==> src/rtl/counter_frame_pkg.sv <==
// Shared types and helpers for the counter snapshot frame transmitter.
package counter_frame_pkg;

  typedef enum logic [2:0] {IDLE, HDR, UP, DN, CSUM} frame_state_t;

  localparam logic [7:0] FRAME_HEADER = 8'hA5;

  function automatic logic [7:0] frame_csum(input logic [7:0] hdr,
                                            input logic [7:0] up,
                                            input logic [7:0] dn);
    return hdr ^ up ^ dn;
  endfunction

endpackage

==> src/rtl/counter_frame_tx_sample_timer.sv <==
// Free-running period timer; pulses sample on the last count of each period.
module sample_timer #(
  parameter int PERIOD = 16
) (
  input  logic clk,
  input  logic reset,
  output logic sample
);

  localparam logic [15:0] LAST = 16'(PERIOD - 1);

  logic [15:0] r_pcnt;

  always_ff @(posedge clk) begin
    if (reset)               r_pcnt <= '0;
    else if (r_pcnt == LAST) r_pcnt <= '0;
    else                     r_pcnt <= r_pcnt + 16'd1;
  end

  assign sample = (r_pcnt == LAST);

endmodule

==> src/rtl/counter_frame_tx.sv <==
// Snapshots the up/down counter pair each period and streams a 4-byte frame.
module counter_frame_tx
  import counter_frame_pkg::*;
#(
  parameter int         PERIOD = 16,
  parameter logic [7:0] HEADER = FRAME_HEADER
) (
  input  logic       clk,
  input  logic       reset,
  input  logic [7:0] upcounter,
  input  logic [7:0] downcounter,
  output logic [7:0] tx_data,
  output logic       tx_valid,
  input  logic       tx_ready,
  output logic       overrun,
  output logic       mismatch,
  output logic [7:0] frame_count
);

  frame_state_t r_state, w_state_nxt;
  logic [7:0]   r_snap_up, r_snap_dn, r_frame_count;
  logic         r_overrun, r_mismatch;
  logic         w_sample, w_hs, w_capture, w_drop, w_done;
  logic [7:0]   w_sum;

  sample_timer #(.PERIOD(PERIOD)) u_timer (
    .clk    (clk),
    .reset  (reset),
    .sample (w_sample)
  );

  assign w_hs  = (r_state != IDLE) && tx_ready;
  assign w_sum = upcounter + downcounter;

  always_comb begin
    w_state_nxt = r_state;
    w_capture   = 1'b0;
    w_drop      = 1'b0;
    w_done      = 1'b0;
    case (r_state)
      IDLE: if (w_sample) begin
        w_capture   = 1'b1;
        w_state_nxt = HDR;
      end
      HDR: begin
        w_drop = w_sample;
        if (w_hs) w_state_nxt = UP;
      end
      UP: begin
        w_drop = w_sample;
        if (w_hs) w_state_nxt = DN;
      end
      DN: begin
        w_drop = w_sample;
        if (w_hs) w_state_nxt = CSUM;
      end
      CSUM: begin
        // A sample landing on the final handshake chains straight into the next frame.
        if (w_hs) begin
          w_done      = 1'b1;
          w_capture   = w_sample;
          w_state_nxt = w_sample ? HDR : IDLE;
        end else begin
          w_drop = w_sample;
        end
      end
      default: w_state_nxt = IDLE;
    endcase
  end

  always_ff @(posedge clk) begin
    if (reset) begin
      r_state       <= IDLE;
      r_snap_up     <= '0;
      r_snap_dn     <= '0;
      r_overrun     <= 1'b0;
      r_mismatch    <= 1'b0;
      r_frame_count <= '0;
    end else begin
      r_state <= w_state_nxt;
      if (w_capture) begin
        r_snap_up <= upcounter;
        r_snap_dn <= downcounter;
        if (w_sum != 8'h00) r_mismatch <= 1'b1;
      end
      if (w_drop) r_overrun     <= 1'b1;
      if (w_done) r_frame_count <= r_frame_count + 8'd1;
    end
  end

  always_comb begin
    tx_data = 8'h00;
    case (r_state)
      HDR:     tx_data = HEADER;
      UP:      tx_data = r_snap_up;
      DN:      tx_data = r_snap_dn;
      CSUM:    tx_data = frame_csum(HEADER, r_snap_up, r_snap_dn);
      default: tx_data = 8'h00;
    endcase
  end

  assign tx_valid    = (r_state != IDLE);
  assign overrun     = r_overrun;
  assign mismatch    = r_mismatch;
  assign frame_count = r_frame_count;

endmodule

==> config.mk <==
export PLATFORM = sky130hd
export DESIGN_NAME = counter_frame_tx
export DESIGN_NICKNAME = d
export VERILOG_FILES = /design/src/rtl/counter_frame_pkg.sv /design/src/rtl/counter_frame_tx_sample_timer.sv /design/src/rtl/counter_frame_tx.sv
export SDC_FILE = /design/constraint.sdc
export NUM_CORES = 1
export LEC_CHECK = 0
export CAP_MARGIN = 20
export CORE_ASPECT_RATIO = 0.9
export CORE_UTILIZATION = 45
export DETAILED_ROUTE_END_ITERATION = 8
export GPL_ROUTABILITY_DRIVEN = 0
export PLACE_DENSITY_LB_ADDON = 0.1
export SYNTH_ARGS = -nofsm -noshare
export SYNTH_HDL_FRONTEND = slang
export SYNTH_SLANG_ARGS = --single-unit
==> constraint.sdc <==
create_clock -name clk -period 5.4 [get_ports clk]
set_clock_uncertainty 0.2 [all_clocks]
set_input_delay 0.54 -clock clk [delete_from_list [all_inputs] [get_ports clk]]
set_output_delay 0.54 -clock clk [all_outputs]
set_load 0.02 [all_outputs]
==> results_dict.tcl, run 1 <==
set metrics [dict create \
    category_of_the_worst_setup_path_capture_point "output pin" \
    clock_insertion_delay_worst_skew_ps 300 \
    required_ps 4660 \
    dpl_cell_area_mm2 0.002818 \
    synth_top_area_cell "sky130_fd_sc_hd__dfxtp_1" \
    post-route-period-util_pct 58.85 \
    die_width_um 79.00 \
    critPathLaunch "r_state[1]" \
    maximum_number_of_pins_on_one_net_before_global_route_repair 32 \
    pwr_per_cell_area_mw_per_mm2 212.3 \
    arrival_ps 2440 \
    synthesis.yosys.warnings 0 \
    coreArea_mm2 0.004985 \
    async_reset_ff_share_pct 0 \
    fillerInstances 471 \
    cts.clk_slew.worst_paths_ps 90 \
    tritoncts_num_sinks 45 \
    irDropWorstVdd_v 0.0001131 \
    vertical_die_dimension_um 71.30 \
    run_status "completed" \
    nets 349 \
    grt_pass1_wl_um 8500 \
    yosys.area.top_type_share_pct 37.52 \
    post_cts_resized 0 \
    postRouteAntennaNets 0 \
    drt_iter0_markers 89 \
    wl_per_cell_um 12.89 \
    layout.core_utilization_pct 58.46 \
    mostFrequentLayoutCell "sky130_fd_sc_hd__nor2_1" \
    grt_setup_unrepaired "no" \
    via_count 2013 \
    layout.area.seq_um2 900.9 \
    detail_route.vias_per_cell 5.215 \
    synth-seq-cells 45 \
    ctsLongestPathBuffers 2 \
    firstDrtPassIters 4 \
    postSynthNetCount 314 \
    syn-cell-area_mm2 0.002401 \
    cts_tree "built" \
    grt-ovfl-total 0 \
    hold_path_startpoint "u_timer.r_pcnt[0]" \
    fin_ws_ps 2222 \
    tritoncts.num_buffers 5 \
    layout_common_cells "53 x sky130_fd_sc_hd__nor2_1, 45 x sky130_fd_sc_hd__dfxtp_1, 37 x sky130_fd_sc_hd__clkdlybuf4s50_1" \
    htree_num_levels 2 \
    antenna_cells 0 \
    yosysUniqueCellTypes 37 \
    worstHoldPathCells 1 \
    synth_seq_area_share_pct 37.52 \
    crit_path_start_kind "register" \
    beginning_of_the_worst_register_to_register_path "r_state[0]" \
    synth_area_per_cell_um2 8.425 \
    antenna_found_initial 0 \
    root_buffer_cell "sky130_fd_sc_hd__clkbuf_8" \
    totalPowerFinal_mw 0.6186 \
    initial_utilization_pct 48.17 \
    syn-instance-count 285 \
    finalHoldWorstSlack_ps 255.0 \
    place_inst 378 \
    crit_type "reg -> out" \
    synthesis_to_layout_area_growth_pct 21.37 \
    number_of_setup_violations_in_the_final_report 0 \
    synth-edff-count 0 \
    hold_path_class "reg -> reg" \
    drcViolationCount 0 \
    cts_post_setup_buffers_inserted 0 \
    routed_wirelength_um 4974 \
    final_hold_viol_count 0 \
    multi_input_area_mm2 0.001416 \
    post_layout_instance_area_mm2 0.002914 \
    detailed_place_hpwl_um 3563 \
    pin_count 38 \
    first_global_vias 1850 \
    drive_above_1_share_pct 4.984 \
    final_cell_count_no_fill 386 \
    fmax_mhz 314.7 \
    core.rowCount 24 \
    p_leak_nw 1.030 \
    path_max_fanout 15 \
    synth_top_cells_by_area "sky130_fd_sc_hd__dfxtp_1 38%, sky130_fd_sc_hd__nor2_1 8.3%, sky130_fd_sc_hd__mux2i_1 7.1%" \
    finalSetupTns_ps 0 \
    port_buffers 37 \
    reg2regPathDepth 5 \
    maxSlewHeadroom_pct 35.81 \
    groute.usage.overall_pct 19.17 \
    timing_max_transition_violations_final 0 \
    die_area_mm2 0.005632 \
    tightest_slew_ps 949.9 \
    cts_hold_repair.buffers 0 \
    dp_slack_ps 2209 \
    cap_violations 0 \
    postSynth.topFlopCell "sky130_fd_sc_hd__dfxtp_1" \
    fin_crit_ps 3178 \
]
-- area by class of cell --
type	instances	area share, %
Timing Repair Buffer	39	13.22
Sequential cell	45	30.91
Clock inverter	2	0.4723
Clock buffer	6	2.834
Tap cell	65	2.791
Inverter	9	1.159
Multi-Input combinational cell	220	48.60
-- synthesized netlist by cell type, types with 2 or more instances --
| library cell | n |
|---|---|
| sky130_fd_sc_hd__a21oi_1 | 15 |
| sky130_fd_sc_hd__nor4_2 | 2 |
| sky130_fd_sc_hd__and3_1 | 5 |
| sky130_fd_sc_hd__nor3_1 | 9 |
| sky130_fd_sc_hd__xor2_1 | 16 |
| sky130_fd_sc_hd__nand2b_1 | 3 |
| sky130_fd_sc_hd__clkbuf_1 | 9 |
| sky130_fd_sc_hd__nand2_1 | 22 |
| sky130_fd_sc_hd__inv_1 | 9 |
| sky130_fd_sc_hd__a211oi_1 | 2 |
| sky130_fd_sc_hd__mux2i_1 | 17 |
| sky130_fd_sc_hd__ha_1 | 9 |
| sky130_fd_sc_hd__xnor2_1 | 11 |
| sky130_fd_sc_hd__o21ai_0 | 18 |
| sky130_fd_sc_hd__a2111oi_0 | 2 |
| sky130_fd_sc_hd__nor4_4 | 2 |
| sky130_fd_sc_hd__dfxtp_1 | 45 |
| sky130_fd_sc_hd__nand3_1 | 8 |
| sky130_fd_sc_hd__nand4_1 | 3 |
| sky130_fd_sc_hd__nor2b_1 | 2 |
| sky130_fd_sc_hd__nor3b_1 | 5 |
| sky130_fd_sc_hd__nor4_1 | 2 |
| sky130_fd_sc_hd__a311oi_1 | 3 |
| sky130_fd_sc_hd__nor2_1 | 53 |
-- routing by layer --
layer	GRT usage, %	share of wire (%)
met1	27.22	52
met2	29.21	42
met3	3.567	4.0
met4	6.667	1.2
met5	0	0
-- state kept, by name, indices dropped and copies added (netlist names) --
register        cells
frame_count         8
mismatch            1
r_state             3
r_snap_up           8
overrun             1
r_snap_dn           8
u_timer.r_pcnt     16
-- critical path: stages (launching register included) --
cell and delay, ps:
sky130_fd_sc_hd__dfxtp_1 670, sky130_fd_sc_hd__nand2b_1 480, sky130_fd_sc_hd__o21ai_0 150, sky130_fd_sc_hd__a21oi_1 150, sky130_fd_sc_hd__o21ai_0 110, sky130_fd_sc_hd__clkdlybuf4s50_1 580
-- kinds of logic (layout without fill, tap and decap cells) --
family | Yosys count | after routing | share of synthesized area, %
AO/OA/AOI/OAI | 45 | 45 | 11.00
XOR/XNOR | 27 | 27 | 9.849
adder cells (fa/ha/maj) | 10 | 10 | 5.524
buffers and inverters | 20 | 56 | 3.491
flip-flops | 45 | 45 | 37.52
multiplexers | 17 | 17 | 7.087
AND/OR/NAND/NOR | 121 | 121 | 25.53
-- power by group --
group,internal (mW),switching [mW]
clock,0.104,0.119
combinational,0.0294,0.0317
sequential,0.333,0.00144
total,0.467,0.152
-- final timing paths --
| check | to | slack, ps |
|---|---|---|
| setup reg to reg | frame_count[5] | 2980 |
| hold reg to reg | u_timer.r_pcnt[0] | 250 |
| setup / recovery | tx_data[5] | 2220 |
| hold / removal | u_timer.r_pcnt[0] | 250 |
(Power assumes the default switching activity.)
==> run 2: changes to the inputs <==
- clock period: 5.4 -> 2.7 ns (I/O delays scaled with it)
==> results_dict.tcl, run 2 (synthesis gave the netlist of run 1 again) <==
set metrics [dict create \
    cts_tree "built" \
    postRouteAntennaNets 0 \
    power_switching_share_pct 22.59 \
    sequentialPowerShare_pct 55.6 \
    switching_power_mw 0.2722 \
    hold_path_class "reg -> reg" \
    crit_path_start_kind "register" \
    fin_ws_ps 168.0 \
    mostFrequentLayoutCell "sky130_fd_sc_hd__nor2_1" \
    drcViolationCount 0 \
    die_width_um 79.00 \
    pin_count 38 \
    tightest_slew_ps 560.5 \
    drive_above_1_share_pct 7.034 \
    arrival_ps 2060 \
    cts_hold_repair.buffers 0 \
    fillerInstances 476 \
    path_max_fanout 8 \
    crit_type "reg -> out" \
    groute.usage.overall_pct 18.88 \
    vertical_die_dimension_um 71.30 \
    finalSetupTns_ps 0 \
    maximum_number_of_pins_on_one_net_before_global_route_repair 31 \
    routed_wirelength_um 5073 \
    comb_power_share_pct 10.4 \
    number_of_setup_violations_in_the_final_report 0 \
    coreArea_mm2 0.004985 \
    clock_insertion_delay_worst_skew_ps 290 \
    run_status "completed" \
    largest_reg_flops 16 \
    pwr_per_cell_area_mw_per_mm2 405.4 \
    layout.core_utilization_pct 59.61 \
    cap_violations 0 \
    layout.area.seq_um2 900.9 \
    place_inst 385 \
    dpl_cell_area_mm2 0.002870 \
    initial_utilization_pct 48.17 \
    totalPowerFinal_mw 1.205 \
    irDropWorstVdd_v 0.0002338 \
    port_buffers 37 \
    synthesis_to_layout_area_growth_pct 23.76 \
    grt_setup_unrepaired "no" \
    post-route-period-util_pct 93.78 \
    internal-power_mw 0.9326 \
    final_hold_viol_count 0 \
    antenna_found_initial 0 \
    required_ps 2230 \
    nets 356 \
    antenna_cells 0 \
    timing_max_transition_violations_final 0 \
    tritoncts_num_sinks 45 \
    grt-ovfl-total 0 \
    final_cell_count_no_fill 392 \
    tritoncts.num_buffers 5 \
    maxSlewHeadroom_pct 62.63 \
    multi_input_area_mm2 0.001421 \
    register_containing_the_most_flip_flops_in_the_final_layout "u_timer.r_pcnt" \
    cts.clk_slew.worst_paths_ps 80 \
    drt_iter0_markers 56 \
    ctsLongestPathBuffers 2 \
    detailed_place_hpwl_um 3748 \
    grt_pass1_wl_um 8507 \
    pwr-share-clk_pct 34.0 \
    die_area_mm2 0.005632 \
    post_layout_instance_area_mm2 0.002972 \
    dp_slack_ps -77.29 \
    root_buffer_cell "sky130_fd_sc_hd__clkbuf_8" \
    first_global_vias 1849 \
    finalHoldWorstSlack_ps 262.0 \
    wl_per_cell_um 12.94 \
    cts_post_setup_buffers_inserted 0 \
    core.rowCount 24 \
    firstDrtPassIters 4 \
    fmax_mhz 394.9 \
    detail_route.vias_per_cell 5.242 \
    layout_common_cells "53 x sky130_fd_sc_hd__nor2_1, 45 x sky130_fd_sc_hd__dfxtp_1, 33 x sky130_fd_sc_hd__clkdlybuf4s50_1" \
    p_leak_nw 1.136 \
    category_of_the_worst_setup_path_capture_point "output pin" \
    fin_crit_ps 2532 \
    via_count 2055 \
    htree_num_levels 2 \
]
## run 2: changes by cell type in the layout (fill, tap and decap cells not counted)
cell and change:
sky130_fd_sc_hd__buf_4 +7, sky130_fd_sc_hd__clkdlybuf4s50_1 -4, sky130_fd_sc_hd__dlymetal6s2s_1 +4, sky130_fd_sc_hd__clkbuf_1 +1, sky130_fd_sc_hd__clkinv_2 -1, sky130_fd_sc_hd__clkinv_4 -1, sky130_fd_sc_hd__nand2_1 -1, sky130_fd_sc_hd__nand2_2 +1
sky130_fd_sc_hd__nand2b_1 -1, sky130_fd_sc_hd__nand2b_2 +1
## run 2: layer usage
layer | track usage [%] | routed length, um
met2 | 29.79 | 2258
met1 | 26.17 | 2645
met4 | 4.848 | 25
met3 | 4.204 | 144
met5 | 0 | 0
## run 2: area by class of cell
type                    instances  share of cell area [%]
repair buffers                 46                   15.07
well taps                      65                   2.737
inverters                       9                   1.137
multi-input cells             220                   47.83
clock buffers                   7                   2.905
flip-flops and latches         45                   30.32
## run 2: final timing paths
check | slack [ps] | startpoint | cells past startpoint | end
max reg2reg | 480 | u_timer.r_pcnt[0] | 7 | r_snap_up[1]
min reg2reg | 260 | u_timer.r_pcnt[0] | 1 | u_timer.r_pcnt[0]
max | 170 | r_state[2] | 6 | tx_data[6]
min | 260 | u_timer.r_pcnt[0] | 1 | u_timer.r_pcnt[0]
## run 2: repair_timing
action / 4_1_cts / 5_1_grt
gates resized for setup: 1 / 5
endpoints found under the setup margin: 1 / 6
hold endpoints to repair: 0 / 0
gates cloned: 0 / 0
## run 2: worst max-delay path, stage by stage, from the launching register on
cell and delay, ps:
sky130_fd_sc_hd__dfxtp_1 360, sky130_fd_sc_hd__buf_4 180, sky130_fd_sc_hd__inv_1 120, sky130_fd_sc_hd__and3_1 300
sky130_fd_sc_hd__o21ai_0 130, sky130_fd_sc_hd__nand2_1 90, sky130_fd_sc_hd__clkdlybuf4s50_1 600
## run 2: power by group through the flow
stage               registers [mW]  clock network [mW]  logic (mW)
floorplan                    0.685                   0      0.0700
global placement             0.685                   0       0.125
detailed placement           0.685                   0       0.124
CTS                          0.670               0.428       0.125
global route                 0.671               0.465       0.139
finish                       0.670               0.410       0.125
